===== src/rtl/c3lib_rst_release_seq.sv =====
// Staged reset release sequencer: immediate async assertion, ordered synchronous
// release of NUM_STAGES active-low resets, one stage per (dly_cfg+1) cycles.
//
// state | meaning
// HOLD  | all stages held in reset; waits for synced rst_n and no sw_rst_req
// WAIT  | release in progress; counting down the interval for stage idx
// DONE  | all stages released; waits for sw_rst_req
`default_nettype none

module c3lib_rst_release_seq #(
  parameter int NUM_STAGES = 4,
  parameter int SYNC_DEPTH = 2,
  parameter int CNT_WIDTH  = 8
) (
  input  logic                  clk,
  input  logic                  rst_n,
  input  logic                  sw_rst_req,
  input  logic [CNT_WIDTH-1:0]  dly_cfg,
  output logic [NUM_STAGES-1:0] stage_rst_n,
  output logic                  rst_done,
  output logic                  busy
);

  localparam int IDX_W = (NUM_STAGES > 1) ? $clog2(NUM_STAGES) : 1;
  localparam logic [IDX_W-1:0] LAST_IDX = IDX_W'(NUM_STAGES - 1);

  if (NUM_STAGES < 1 || NUM_STAGES > 16) begin : g_bad_num_stages
    $error("c3lib_rst_release_seq: NUM_STAGES must be in 1..16");
  end
  if (SYNC_DEPTH < 2) begin : g_bad_sync_depth
    $error("c3lib_rst_release_seq: SYNC_DEPTH must be at least 2");
  end

  typedef enum logic [1:0] {
    ST_HOLD = 2'd0,
    ST_WAIT = 2'd1,
    ST_DONE = 2'd2
  } state_t;

  logic [SYNC_DEPTH-1:0] sync_q;
  logic                  sync_rst_n;
  state_t                state;
  logic [CNT_WIDTH-1:0]  cnt;
  logic [CNT_WIDTH-1:0]  dly_q;
  logic [IDX_W-1:0]      idx;

  // Deassertion synchronizer: asserts with rst_n, releases SYNC_DEPTH edges later.
  always_ff @(posedge clk or negedge rst_n) begin
    if (!rst_n) begin
      sync_q <= '0;
    end else begin
      sync_q <= {sync_q[SYNC_DEPTH-2:0], 1'b1};
    end
  end

  assign sync_rst_n = sync_q[SYNC_DEPTH-1];

  always_ff @(posedge clk or negedge rst_n) begin
    if (!rst_n) begin
      state       <= ST_HOLD;
      cnt         <= '0;
      dly_q       <= '0;
      idx         <= '0;
      stage_rst_n <= '0;
      rst_done    <= 1'b0;
      busy        <= 1'b0;
    end else begin
      case (state)
        ST_HOLD: begin
          if (sync_rst_n && !sw_rst_req) begin
            state <= ST_WAIT;
            dly_q <= dly_cfg;
            cnt   <= dly_cfg;
            idx   <= '0;
            busy  <= 1'b1;
          end
        end

        ST_WAIT: begin
          if (sw_rst_req) begin
            state       <= ST_HOLD;
            cnt         <= '0;
            idx         <= '0;
            stage_rst_n <= '0;
            rst_done    <= 1'b0;
            busy        <= 1'b0;
          end else if (cnt != '0) begin
            cnt <= cnt - 1'b1;
          end else begin
            stage_rst_n[idx] <= 1'b1;
            if (idx == LAST_IDX) begin
              state    <= ST_DONE;
              rst_done <= 1'b1;
              busy     <= 1'b0;
            end else begin
              idx <= idx + 1'b1;
              cnt <= dly_q;
            end
          end
        end

        ST_DONE: begin
          if (sw_rst_req) begin
            state       <= ST_HOLD;
            cnt         <= '0;
            idx         <= '0;
            stage_rst_n <= '0;
            rst_done    <= 1'b0;
            busy        <= 1'b0;
          end
        end

        default: begin
          state       <= ST_HOLD;
          cnt         <= '0;
          idx         <= '0;
          stage_rst_n <= '0;
          rst_done    <= 1'b0;
          busy        <= 1'b0;
        end
      endcase
    end
  end

endmodule

`default_nettype wire

===== config.mk =====
export PLATFORM = sky130hd
export DESIGN_NAME = c3lib_rst_release_seq
export DESIGN_NICKNAME = d
export VERILOG_FILES = /design/src/rtl/c3lib_rst_release_seq.sv
export SDC_FILE = /design/constraint.sdc
export NUM_CORES = 1
export LEC_CHECK = 0
export CAP_MARGIN = 20
export CORE_ASPECT_RATIO = 1.2
export CORE_UTILIZATION = 55
export CTS_CLUSTER_DIAMETER = 50
export DETAILED_ROUTE_END_ITERATION = 10
export PLACE_DENSITY = 0.87
export SYNTH_ARGS = -nofsm -noshare
export SYNTH_HDL_FRONTEND = slang
export SYNTH_SLANG_ARGS = --single-unit

===== constraint.sdc =====
create_clock -name clk -period 4 [get_ports clk]
set_input_delay 1 -clock clk [delete_from_list [all_inputs] [get_ports clk]]
set_output_delay 1 -clock clk [all_outputs]
set_load 0.1 [all_outputs]

==> qor.yml <==
grt_pass1_wl_mm: 5.092
synth_nets: 157
cts_tree: "done"
antenna_cells: 0
max-slew-margin-rel: 0.3529
gp_congestion: 0.8393
place_hpwl_mm: 2.190
tns_ns: 0
holdBufCountCts: 0
period_share: 0.7981
routed_wirelength_mm: 3.048
routedWlPerCell_um: 16.30
drive_above_1_share: 0.1364
first_pass_iters: 4
first_iter_violations: 42
coreArea_um2: 2527
yosysTopAreaCellShare: 0.4592
drv_cap: 0
clock_latency_ns: 0.32
grt_pass1_vias: 1180
hp-class: "reg -> reg"
antenna_left: 0
die_h_um: 58.66
pwr_density_cell_nw_per_um2: 372.2
placed_area_um2: 1633
path_max_fanout: 15
cp_slowest_stage_delay_ns: 1.22
antenna_found_initial: 0
cts_setup_buffers: 0
vias: 1161
fin_area_um2: 1659
crit_required_ns: 3.00
crit_path_top_delay_cell: "clkdlybuf4s50_1"
setup.worst_path.start_class: "flip-flop"
final_max_slew_viol_count: 0
cts_buffers: 3
avgSynthCellArea_um2: 10.51
ys_ff_latch: 27
htree_num_levels: 1
path_cells: "clkdlybuf4s50_1"
numPortBuffers: 16
die_area_um2: 2887
setup-violations-final: 0
critPathBufInv: 1
switching_share: 0.3227
final_util: 0.6564
synth_ff_type: "dfrtp_1"
hold_ws_ns: 0.3718
rsz0062_at_grt: "false"
clock-sinks: 27
vias_per_cell: 6.209
path_clk_slew_ns: 0.14
clock.fmax_mhz: 313.2
yosys_warnings: 0
min_period_ns: 3.193
synth_edf_count: 0
drcViolationCount: 0
p_int_mw: 0.4183
worst_pin_slew_ns: 0.9677
peakVddDrop_v: 0.0003017
synth_largest_area_cell: "dfrtp_1"
syn_inst: 140
pwr-share-clk: 0.184
syn-cell-area_um2: 1471
cts_resized: 0
synthArstFlopShare: 1.000
clock_skew_ns: 0.009316
gr-total-overflow: 0
critPathCaptureType: "output port"
layout_common_cells: "dfrtp_1 (27), clkdlybuf4s50_1 (16), o21ai_0 (11)"
synthDistinctLibCells: 45
crit_family: "buffers and inverters"
switching_power_mw: 0.1993
synth.area.top_cells: "dfrtp_1 (46%), mux2_2 (5.4%), ha_1 (5.1%)"
layout-area-overhead-vs-synth_pct: 12.76
initial_core_util: 0.5822
die_x_um: 49.22
final_common_cell: "dfrtp_1"
cp.arrival_ns: 2.19
leakagePower_nw: 0.6958
root_buffer: "clkbuf_4"
io_pins: 17
cts_buffer_depth: 2
status: "completed"
comb_power_share: 0.271
gr-usage-all-layers: 0.2342
nets: 172
num_rows: 20
ys_seq_area_frac: 0.4592
criticalPathCategory: "reg -> out"
seqPwrFrac: 0.545
hold_violations: 0
grt_max_degree: 28
## through the flow
stage	instances	power (mW)	setup slack, ns
6_report	187	0.6176	0.8075
5_1_grt	187	0.6523	0.7446
4_1_cts	187	0.6178	0.8224
3_5_place_dp	183	0.5061	0.9788
3_3_place_gp	183	0.4949	1.075
2_1_floorplan	140	0.4617	1.436
## cell usage after synthesis, types with 4 or more instances
cell type   n
a22o_1      7
dfrtp_1    27
ha_1        6
inv_1       9
mux2_2      7
nand2_1     4
nor2_1      7
o21ai_0    11
o21ai_1     4
o22ai_1     4
## worst paths after layout
| path | from | to | slack [ns] | cells after the start |
|---|---|---|---|---|
| max in group asynchronous | rst_n | stage_rst_n[1]$_DFFE_PN0P_ | 2.71 | 2 |
| max | state[0]$_DFFE_PN0P_ | busy | 0.81 | 1 |
| min | sync_q[0]$_DFF_PN0_ | sync_q[1]$_DFF_PN0_ | 0.37 | 0 |
| min reg2reg | sync_q[0]$_DFF_PN0_ | sync_q[1]$_DFF_PN0_ | 0.37 | 0 |
| max reg2reg | cnt[0]$_DFFE_PN0P_ | cnt[7]$_DFFE_PN0P_ | 1.67 | 7 |
| min in group asynchronous | rst_n | dly_q[6]$_DFFE_PN0P_ | 1.04 | 2 |
## kinds of logic (layout without fill, tap and decap cells)
family          count (synthesis)  count (layout)  share of synthesized area
compound gates                 42              42                     0.1930
simple gates                   36              36                     0.1514
flops                          27              27                     0.4592
buf+inv                        17              31                    0.06036
mux                             9               9                    0.07058
fa+ha+maj                       6               6                    0.05102
xor+xnor                        2               2                    0.01191
other cells                     1               1                   0.002549
## power groups by stage
stage / logic (mW) / clock network, mW / registers [mW]
2_1_floorplan: 0.122 / 0 / 0.339
3_3_place_gp: 0.157 / 0 / 0.338
3_5_place_dp: 0.165 / 0 / 0.341
4_1_cts: 0.167 / 0.116 / 0.335
5_1_grt: 0.185 / 0.126 / 0.342
6_report: 0.167 / 0.114 / 0.336
## metal layers
layer	vias up	global-route usage	wire, um
met4	0	0.1765	89
li1	543	-	-
met3	10	0.01550	86
met5	-	0	0
met1	577	0.2799	1329
met2	31	0.3992	1543
## final cells by class
type | count | area [um^2]
clock buffer | 4 | 26.28
timing repair buffer | 18 | 175.2
multi-input combinational | 96 | 706.9
fill | 203 | 868.3
inverter | 9 | 33.78
sequential | 27 | 675.6
tap | 33 | 41.29
## sequential cells by signal, indices dropped and copies added, names as in the netlist
register / flops
dly_q: 8
idx: 2
state: 2
stage_rst_n: 4
rst_done: 1
sync_q: 2
cnt: 8
Note: power is estimated with default switching activity, not from simulation.
